$ cat src/rtl/kws_event_reporter.sv
// Keyword-spotting event reporter.
// Samples classifier results, confirms a keyword over consecutive results, applies a
// hold-off, and queues confirmed events (keyword + result-count timestamp) in a small
// first-word-fall-through FIFO drained via valid/ready. irq mirrors evt_valid.
// Optional build macro: KWS_MULTI_HIT_REJECT_EN (multi-bit results treated as "none" and
// counted in multi_hit_count).
module kws_event_reporter #(
  parameter int unsigned NUM_KEYWORDS    = 10,
  parameter int unsigned KW_IDX_BITS     = 4,
  parameter int unsigned CONFIRM_COUNT   = 3,
  parameter int unsigned HOLDOFF_RESULTS = 8,
  parameter int unsigned FIFO_DEPTH      = 4,
  parameter int unsigned TS_BITS         = 16
) (
  input  logic                          clk,
  input  logic                          rst_n,
  input  logic [NUM_KEYWORDS-1:0]       kws_result,
  input  logic                          kws_valid,
  input  logic                          enable,
  output logic                          evt_valid,
  input  logic                          evt_ready,
  output logic [KW_IDX_BITS-1:0]        evt_keyword,
  output logic [TS_BITS-1:0]            evt_timestamp,
  output logic [$clog2(FIFO_DEPTH):0]   fifo_level,
  output logic                          irq,
  output logic                          overflow,
`ifdef KWS_MULTI_HIT_REJECT_EN
  output logic [7:0]                    multi_hit_count,
`endif
  input  logic                          clear_overflow
);

  localparam int unsigned PtrBits  = $clog2(FIFO_DEPTH);
  localparam int unsigned LvlBits  = PtrBits + 1;
  localparam int unsigned RunBits  = 4;
  localparam int unsigned HoldBits = (HOLDOFF_RESULTS > 0) ? $clog2(HOLDOFF_RESULTS + 1) : 1;

  typedef enum logic [1:0] {StIdle, StTrack, StHoldoff} state_e;

  // ---------------------------------------------------------------------------------------
  // Result decode
  // ---------------------------------------------------------------------------------------
  logic [KW_IDX_BITS-1:0] dec_idx;
  logic                   any_hit;
  logic                   det;
`ifdef KWS_MULTI_HIT_REJECT_EN
  logic                   multi;
`endif

  // Lowest set bit wins; scanning downward lets the lowest index overwrite higher ones.
  always_comb begin
    dec_idx = '0;
    any_hit = 1'b0;
    for (int i = int'(NUM_KEYWORDS) - 1; i >= 0; i--) begin
      if (kws_result[i]) begin
        dec_idx = KW_IDX_BITS'(i);
        any_hit = 1'b1;
      end
    end
`ifdef KWS_MULTI_HIT_REJECT_EN
    multi = |(kws_result & (kws_result - NUM_KEYWORDS'(1)));
    det   = any_hit && !multi;
`else
    det   = any_hit;
`endif
  end

  // ---------------------------------------------------------------------------------------
  // Result-count timestamp
  // ---------------------------------------------------------------------------------------
  logic [TS_BITS-1:0] ts_q;

  // Counts every result regardless of enable; wraps naturally.
  always_ff @(posedge clk or negedge rst_n) begin
    if (!rst_n) begin
      ts_q <= '0;
    end else if (kws_valid) begin
      ts_q <= ts_q + TS_BITS'(1);
    end
  end

  // ---------------------------------------------------------------------------------------
  // Confirmation state machine
  // ---------------------------------------------------------------------------------------
  state_e                 state_q, state_d;
  logic [KW_IDX_BITS-1:0] cand_q, cand_d;
  logic [RunBits-1:0]     run_q, run_d;
  logic [HoldBits-1:0]    hold_q, hold_d;
  logic                   confirm;

  localparam state_e AfterConfirm = (HOLDOFF_RESULTS == 0) ? StIdle : StHoldoff;

  // State, candidate, run and hold-off registers.
  always_ff @(posedge clk or negedge rst_n) begin
    if (!rst_n) begin
      state_q <= StIdle;
      cand_q  <= '0;
      run_q   <= '0;
      hold_q  <= '0;
    end else begin
      state_q <= state_d;
      cand_q  <= cand_d;
      run_q   <= run_d;
      hold_q  <= hold_d;
    end
  end

  // Next-state logic; only kws_valid cycles advance, enable low overrides everything.
  always_comb begin
    state_d = state_q;
    cand_d  = cand_q;
    run_d   = run_q;
    hold_d  = hold_q;
    confirm = 1'b0;
    if (!enable) begin
      state_d = StIdle;
      cand_d  = '0;
      run_d   = '0;
      hold_d  = '0;
    end else if (kws_valid) begin
      unique case (state_q)
        StIdle: begin
          if (det) begin
            cand_d = dec_idx;
            if (CONFIRM_COUNT == 1) begin
              confirm = 1'b1;
              run_d   = '0;
              state_d = AfterConfirm;
              hold_d  = HoldBits'(HOLDOFF_RESULTS);
            end else begin
              run_d   = RunBits'(1);
              state_d = StTrack;
            end
          end
        end
        StTrack: begin
          if (!det) begin
            state_d = StIdle;
            run_d   = '0;
          end else if (dec_idx == cand_q) begin
            if (run_q + RunBits'(1) == RunBits'(CONFIRM_COUNT)) begin
              confirm = 1'b1;
              run_d   = '0;
              state_d = AfterConfirm;
              hold_d  = HoldBits'(HOLDOFF_RESULTS);
            end else begin
              run_d = run_q + RunBits'(1);
            end
          end else begin
            cand_d = dec_idx;
            run_d  = RunBits'(1);
          end
        end
        StHoldoff: begin
          // The result that brings the counter to zero is itself ignored.
          if (hold_q <= HoldBits'(1)) begin
            hold_d  = '0;
            state_d = StIdle;
          end else begin
            hold_d = hold_q - HoldBits'(1);
          end
        end
        default: begin
          state_d = StIdle;
        end
      endcase
    end
  end

  // ---------------------------------------------------------------------------------------
  // Push staging register (one cycle between confirmation and FIFO write)
  // ---------------------------------------------------------------------------------------
  logic                   push_q;
  logic [KW_IDX_BITS-1:0] push_kw_q;
  logic [TS_BITS-1:0]     push_ts_q;

  // Capture the confirmed event with the pre-increment timestamp.
  always_ff @(posedge clk or negedge rst_n) begin
    if (!rst_n) begin
      push_q    <= 1'b0;
      push_kw_q <= '0;
      push_ts_q <= '0;
    end else begin
      push_q <= confirm;
      if (confirm) begin
        push_kw_q <= dec_idx;
        push_ts_q <= ts_q;
      end
    end
  end

  // ---------------------------------------------------------------------------------------
  // Event FIFO
  // ---------------------------------------------------------------------------------------
  logic [KW_IDX_BITS-1:0] kw_mem [FIFO_DEPTH];
  logic [TS_BITS-1:0]     ts_mem [FIFO_DEPTH];
  logic [PtrBits-1:0]     wr_ptr_q, rd_ptr_q;
  logic [LvlBits-1:0]     level_q, level_d;
  logic                   full, pop, wr_en, drop;
  logic                   overflow_q;

  // Handshake decode; a pop into an empty FIFO never happens since evt_valid is low.
  always_comb begin
    full  = (level_q == LvlBits'(FIFO_DEPTH));
    pop   = (level_q != '0) && evt_ready;
    wr_en = push_q && (!full || pop);
    drop  = push_q && full && !pop;
    level_d = level_q;
    if (wr_en && !pop) begin
      level_d = level_q + LvlBits'(1);
    end else if (!wr_en && pop) begin
      level_d = level_q - LvlBits'(1);
    end
  end

  // Storage, pointers and level; storage is reset so outputs read 0 out of reset.
  always_ff @(posedge clk or negedge rst_n) begin
    if (!rst_n) begin
      for (int i = 0; i < int'(FIFO_DEPTH); i++) begin
        kw_mem[i] <= '0;
        ts_mem[i] <= '0;
      end
      wr_ptr_q <= '0;
      rd_ptr_q <= '0;
      level_q  <= '0;
    end else begin
      if (wr_en) begin
        kw_mem[wr_ptr_q] <= push_kw_q;
        ts_mem[wr_ptr_q] <= push_ts_q;
        wr_ptr_q         <= wr_ptr_q + PtrBits'(1);
      end
      if (pop) begin
        rd_ptr_q <= rd_ptr_q + PtrBits'(1);
      end
      level_q <= level_d;
    end
  end

  // Sticky overflow; a drop in the same cycle beats a clear.
  always_ff @(posedge clk or negedge rst_n) begin
    if (!rst_n) begin
      overflow_q <= 1'b0;
    end else if (drop) begin
      overflow_q <= 1'b1;
    end else if (clear_overflow) begin
      overflow_q <= 1'b0;
    end
  end

`ifdef KWS_MULTI_HIT_REJECT_EN
  logic [7:0] mh_q;

  // Saturating count of rejected multi-bit results; a clear restarts from this cycle's hit.
  always_ff @(posedge clk or negedge rst_n) begin
    if (!rst_n) begin
      mh_q <= '0;
    end else if (clear_overflow) begin
      mh_q <= (kws_valid && multi) ? 8'd1 : 8'd0;
    end else if (kws_valid && multi && (mh_q != 8'hFF)) begin
      mh_q <= mh_q + 8'd1;
    end
  end

  assign multi_hit_count = mh_q;
`endif

  assign evt_valid     = (level_q != '0);
  assign irq           = evt_valid;
  assign evt_keyword   = kw_mem[rd_ptr_q];
  assign evt_timestamp = ts_mem[rd_ptr_q];
  assign fifo_level    = level_q;
  assign overflow      = overflow_q;

endmodule

$ cat config.mk
export PLATFORM = sky130hd
export DESIGN_NAME = kws_event_reporter
export DESIGN_NICKNAME = d
export VERILOG_FILES = /design/src/rtl/kws_event_reporter.sv
export SDC_FILE = /design/constraint.sdc
export NUM_CORES = 1
export LEC_CHECK = 0
export ABC_AREA = 1
export BUFFER_PORTS_ARGS = -buffer_cell sky130_fd_sc_hd__clkbuf_2
export CORE_MARGIN = 2
export CORE_UTILIZATION = 38
export DETAILED_ROUTE_END_ITERATION = 8
export SLEW_MARGIN = 10
export SYNTH_ARGS = -nofsm -noshare
export SYNTH_HDL_FRONTEND = slang
export SYNTH_SLANG_ARGS = --single-unit
$ cat constraint.sdc
create_clock -name clk -period 2.11 [get_ports clk]
set_input_delay 0.422 -clock clk [delete_from_list [all_inputs] [get_ports clk]]
set_output_delay 0.422 -clock clk [all_outputs]
set_load 0.02 [all_outputs]
==> results of run 1 <==
## registers in the layout, summed over array words and instances, names as in the netlist, 3 cells and up
| signal | flops |
|---|---|
| push_kw_q | 4 |
| cand_q | 4 |
| kw_mem | 16 |
| hold_q | 4 |
| run_q | 4 |
| push_ts_q | 16 |
| ts_mem | 64 |
| fifo_level | 3 |
| ts_q | 16 |
## how the worst max path moves through the flow
stage,cells after the start,slack (ps),to
3_5_place_dp,18,80,push_ts_q[11]
4_1_cts,5,-3,evt_timestamp[0]
3_3_place_gp,10,130,fifo_level[1]
2_1_floorplan,10,4,fifo_level[1]
6_report,5,100,evt_timestamp[0]
5_1_grt,4,-10,evt_timestamp[11]
## cells in the mapped netlist
| cell | count | area share |
|---|---|---|
| a21oi_1 | 4 | 0.0030 |
| buf_2 | 8 | 0.0061 |
| buf_4 | 1 | 0.0011 |
| buf_6 | 3 | 0.0051 |
| clkbuf_1 | 12 | 0.0068 |
| dfrtp_1 | 139 | 0.53 |
| fa_1 | 1 | 0.0030 |
| ha_1 | 10 | 0.019 |
| inv_1 | 49 | 0.028 |
| inv_2 | 5 | 0.0028 |
| inv_4 | 1 | 0.00095 |
| mux2_2 | 81 | 0.14 |
| nand2_1 | 104 | 0.059 |
| nand2_2 | 2 | 0.0019 |
| nand2_8 | 1 | 0.0030 |
| nand3_1 | 16 | 0.012 |
| nand3_2 | 3 | 0.0046 |
| nand3b_1 | 1 | 0.0011 |
| nand4_1 | 8 | 0.0076 |
| nand4_2 | 1 | 0.0019 |
| nor2_1 | 68 | 0.039 |
| nor2_2 | 4 | 0.0038 |
| nor3_1 | 3 | 0.0023 |
| nor3_2 | 3 | 0.0046 |
| nor4_4 | 2 | 0.0065 |
| o211ai_1 | 1 | 0.0011 |
| o21ai_0 | 48 | 0.036 |
| o21ai_1 | 1 | 0.00076 |
| o21ai_2 | 15 | 0.020 |
| o22ai_1 | 22 | 0.021 |
| or2_0 | 1 | 0.00095 |
| xnor2_1 | 4 | 0.0053 |
| xor2_1 | 19 | 0.025 |
## worst max-delay path: cells and delay by family (launching register included)
| family | cells | cell delay [ps] |
|---|---|---|
| simple gates | 1 | 60 |
| buf+inv | 3 | 470 |
| compound gates | 1 | 220 |
| flops | 1 | 420 |
## logic make-up (layout without fill, tap and decap cells)
group / after synthesis / after routing / synth area share
xor gates and xnor gates: 23 / 23 / 0.0306
adders and majority gates: 11 / 11 / 0.0220
DFF: 139 / 139 / 0.528
AOI/OAI and AO/OA: 91 / 91 / 0.0822
muxes: 81 / 81 / 0.138
buffers and inverters: 79 / 149 / 0.0509
and+or+nand+nor: 217 / 217 / 0.148
## cell usage in the layout, fill, tap and decap left out, types with 3 or more instances in the layout
cell / n
buf_4: 14
nand2_2: 4
dfrtp_1: 137
clkbuf_2: 36
nand3_2: 4
nor2_2: 4
clkbuf_8: 3
clkinvlp_4: 5
nand4_1: 8
mux2_2: 81
nand3_1: 15
nor3_1: 3
ha_1: 10
o21ai_0: 48
buf_12: 8
xnor2_1: 4
nor2_1: 67
a21oi_1: 4
bufinv_16: 3
xor2_1: 19
inv_1: 46
clkinv_2: 3
clkbuf_16: 17
nand2_1: 101
o21ai_2: 15
nor3_2: 3
o22ai_1: 21
inv_2: 8
## area by class of cell
class                   instances  area (um2)
clock buffers                  21         470
repair buffers                 62         487
inverters                      55         209
clock inverters                11         143
flip-flops and latches        139        3480
well taps                     225         282
multi-input cells             423        2810
fillers                      1577        9240
## stage by stage
step,util,setup slack [ps],hold slack [ps],instance area (um2)
floorplan,-,4.37,126,6620
global placement,0.421,130,421,7200
detailed placement,0.421,76.7,428,7200
CTS,0.457,-3.30,200,7830
global route,0.460,-9.88,219,7880
finish,0.460,103,210,7880
## power by group
part / internal, uW / switching, uW / leakage, uW / total, uW
Clock: 1940 / 1110 / 0.000287 / 3050
Combinational: 986 / 1720 / 0.00180 / 2700
Sequential: 2870 / 221 / 0.00188 / 3090
Total: 5800 / 3050 / 0.00396 / 8850
## what timing repair did
item	in CTS	in global routing
cloned	0	0
setup buffers	0	3
pin swaps	0	1
endpoints found under the hold margin	27	0
hold buffers	1	0
resized for setup	1	14
setup endpoints to repair	1	15
## per-layer routing
| metal | vias up | GRT usage | part of all wire |
|---|---|---|---|
| met5 | - | 0 | 0 |
| met4 | 0 | 0.0498 | 0.010 |
| met3 | 12 | 0.0468 | 0.038 |
| met2 | 96 | 0.274 | 0.50 |
| met1 | 2284 | 0.206 | 0.46 |
| li1 | 2245 | - | - |
==> results.json, run 1 <==
{
  "synth_area_um2": 6590,
  "cp-startpoint": "rd_ptr_q[0]",
  "r2r_slack_ps": 100,
  "final_nets": 725,
  "clock_latency_ps": 410,
  "dp_cells": 900,
  "endpoint_kind": "primary output",
  "period_share": 0.951,
  "grt_start_max_net_pins": 60,
  "leakagePower_uw": 0.00396,
  "finClkSkew_ps": 6.55,
  "drt-vias-per-instance": 4.95,
  "maxSlewViolCount": 0,
  "cts.sinks": 139,
  "max_freq_mhz": 498,
  "route.detailed.wl_per_inst_um": 15.0,
  "synthesis.instances": 641,
  "reg2reg_from": "fifo_level[1]",
  "syn_avg_cell_area_um2": 10.3,
  "critPathLaunchType": "flip-flop",
  "rsz0062_at_grt": "yes",
  "ir_worst_vdd_v": 0.000581,
  "grt_pass1_wl_um": 23400,
  "drt-total-wl_um": 14000,
  "die_area_um2": 18400,
  "power_density_nw_per_um2": 1120,
  "drc_errors": 0,
  "ant_nets": 0,
  "drt_iter0_markers": 257,
  "cp_max_fo": 20,
  "die-width_um": 136,
  "status": "finished, final reports clean",
  "firstDrtPassIters": 6,
  "drive_gt1_frac": 0.311,
  "placementRows": 48,
  "design.core.area_um2": 17100,
  "port_buffers": 41,
  "vias": 4637,
  "hold_viol_final": 0,
  "cp.arrival_ps": 1590,
  "start_util": 0.385,
  "syn_to_final_growth_pct": 19.6,
  "hold_depth": 2,
  "globalplace.congestion": 0.865,
  "cts_tree": "built",
  "dp_hpwl_um": 9280,
  "antenna_found_initial": 0,
  "crit_slowest_cell": "dfrtp_1",
  "grt_pass1_vias": 4751,
  "maxSlewHeadroom": 0.627,
  "post-route-min-period_ps": 2010,
  "hold_class": "in -> reg",
  "pin_count": 42,
  "path_cells": "inv_2 -> buf_8 -> nor2_1 -> o22ai_1 -> buf_4",
  "hold_end": "overflow",
  "worstSetupPathType": "reg -> out",
  "yosysSeqAreaShare": 0.528,
  "cts.path.max_buffers": 2,
  "r2r_cells": 10,
  "clk_pin_slew_ps": 60,
  "setup_viol": 0,
  "slowest_delay_ps": 420,
  "min-delay-start": "clear_overflow",
  "cts_buffers": 17,
  "synth_fp_nets": 668,
  "diodes": 0,
  "chipHeight_um": 136,
  "yosysUniqueCellTypes": 33,
  "maxCapViolations": 0,
  "critPathRequiredTime_ps": 1690,
  "grt_overflow_total": 0,
  "ys_ff_latch": 139,
  "root_buffer": "clkbuf_16",
  "power_uw": 8850,
  "fin_cells": 936,
  "grt_usage": 0.164,
  "r2r-end": "fifo_level[1]",
  "yosys_warnings": 0,
  "setup-tns-final_ps": 0,
  "worst_slew_pin_slew_ps": 559,
  "cts_max_level": 4
}
Note: power is estimated with default switching activity, not from simulation.
==> run 2, diff against run 1 <==
Settings changed: CELL_PAD_IN_SITES_DETAIL_PLACEMENT set to 1, CELL_PAD_IN_SITES_GLOBAL_PLACEMENT set to 2, CORE_UTILIZATION 38 to 36, PLACE_DENSITY_LB_ADDON set to 0.1.
==> run 2 against run 1 <==
  * Sequential share of layout area decreased by 0.054 points
  * Combinational power increased by 3%
  * Clock power decreased by 7.5%
  * Critical path type unchanged
  * Largest cell class unchanged
==> results.json, run 2 (synthesis gave the netlist of run 1 again) <==
{
  "final_cell_mix": "dfrtp_1, nand2_1, mux2_2, nor2_1",
  "drt-vias-per-instance": 4.99,
  "finClkSkew_ps": 21.6,
  "grt_overflow_total": 0,
  "endpoint_kind": "primary output",
  "port_buffers": 41,
  "fillers": 2017,
  "firstDrtPassIters": 4,
  "grt_pass1_vias": 5060,
  "maxSlewViolCount": 0,
  "cts.sinks": 139,
  "maxSlewHeadroom": 0.683,
  "globalplace.congestion": 0.778,
  "dp_hpwl_um": 10900,
  "post-route-min-period_ps": 2040,
  "status": "finished, final reports clean",
  "drive_gt1_frac": 0.322,
  "fin_util": 0.439,
  "hold_depth": 2,
  "root_buffer": "clkbuf_16",
  "setup_viol": 0,
  "die_area_um2": 19400,
  "worst_slew_pin_slew_ps": 475,
  "diodes": 0,
  "drt-total-wl_um": 16000,
  "final_common_cell": "dfrtp_1",
  "met3_length_um": 396,
  "pin_count": 42,
  "hold_class": "in -> reg",
  "placementRows": 49,
  "antenna_found_initial": 0,
  "grt_start_max_net_pins": 52,
  "chipHeight_um": 139,
  "clock_latency_ps": 420,
  "vias": 4724,
  "route.detailed.wl_per_inst_um": 16.9,
  "ir_worst_vdd_v": 0.000638,
  "power_density_nw_per_um2": 1100,
  "worstSetupPathType": "reg -> out",
  "drt_iter0_markers": 171,
  "die-width_um": 139,
  "drc_errors": 0,
  "cts_tree": "built",
  "clk_pin_slew_ps": 60,
  "critPathLaunchType": "flip-flop",
  "ant_nets": 0,
  "critPathRequiredTime_ps": 1690,
  "power_uw": 8700,
  "largest_reg_flops": 64,
  "cts_max_level": 4,
  "start_util": 0.367,
  "hold_viol_final": 0,
  "cts_buffers": 17,
  "cp.arrival_ps": 1620,
  "max_freq_mhz": 489,
  "wl_met2_um": 7970,
  "top_layer": "met4",
  "final_nets": 731,
  "syn_to_final_growth_pct": 19.7,
  "grt_usage": 0.173,
  "leakagePower_uw": 0.00398,
  "r2r_slack_ps": 90,
  "grt_pass1_wl_um": 26600,
  "cp_max_fo": 20,
  "rsz0062_at_grt": "yes",
  "wl_met1_um": 7500,
  "top_register": "ts_mem",
  "maxCapViolations": 0,
  "design.core.area_um2": 18000,
  "cts.path.max_buffers": 2,
  "r2r_cells": 10,
  "period_share": 0.969
}
[run 2: cell types whose count changed in the layout (fill, tap and decap cells not counted), moves of 2 or more]
cell / delta
buf_4: +6
clkinv_2: +2
bufinv_16: -2
nor2_2: +4
buf_6: +2
nor2_1: -4
[run 2: layer usage]
layer  global-route usage  up-vias
li1                     -     2254
met1                0.223     2410
met2                0.289       54
met3               0.0430        6
met4               0.0484        0
met5                    0        -
[run 2: worst max-delay path, cell delays in order, from the launching register on]
cell and delay, ps:
dfrtp_2 440, inv_2 110, buf_12 160, nor2_1 50
o22ai_1 240, buf_4 190
[run 2: per-stage QoR]
step	setup WS, ps	setup TNS, ps	area [um2]	hold WS, ps	cells
after floorplan	4.37	0	6620	126	641
after global placement	66.1	0	7230	394	909
after detailed placement	-2.89	-2.89	7230	397	909
after CTS	-6.86	-6.86	7840	205	942
after global routing	-11.3	-20.8	7890	208	946
final	66.0	0	7890	223	946
[run 2: layout make-up]
class                           count  area [um2]  area share
Tap cell                          229         287      0.0363
Clock buffer                       21         470      0.0596
Multi-Input combinational cell    423        2820       0.357
Inverter                           55         209      0.0265
Timing Repair Buffer               68         529      0.0671
Sequential cell                   139        3480       0.441
Clock inverter                     11        93.8      0.0119
[run 2: what timing repair did]
action | in CTS | in global routing
cloned | 0 | 0
gates resized for setup | 11 | 13
hold endpoints to repair | 41 | 0
buffers inserted | 0 | 4
hold buffers | 1 | 0
setup endpoints to repair | 7 | 10
pin swaps | 1 | 4
[run 2: where the power goes]
part	leakage (uW)	internal, uW	switching (uW)
registers	0.00187	2870	218
clock network	0.000271	1700	1110
logic	0.00183	1000	1790
[run 2: final timing paths]
check / start / to
worst max-delay path: rd_ptr_q[0] / evt_keyword[3]
worst min register to register: ts_q[15] / ts_q[15]
max in group asynchronous: rst_n / rd_ptr_q[0]
worst max register to register: fifo_level[1] / fifo_level[1]
worst min-delay path: clear_overflow / overflow
min in group asynchronous: rst_n / wr_ptr_q[0]
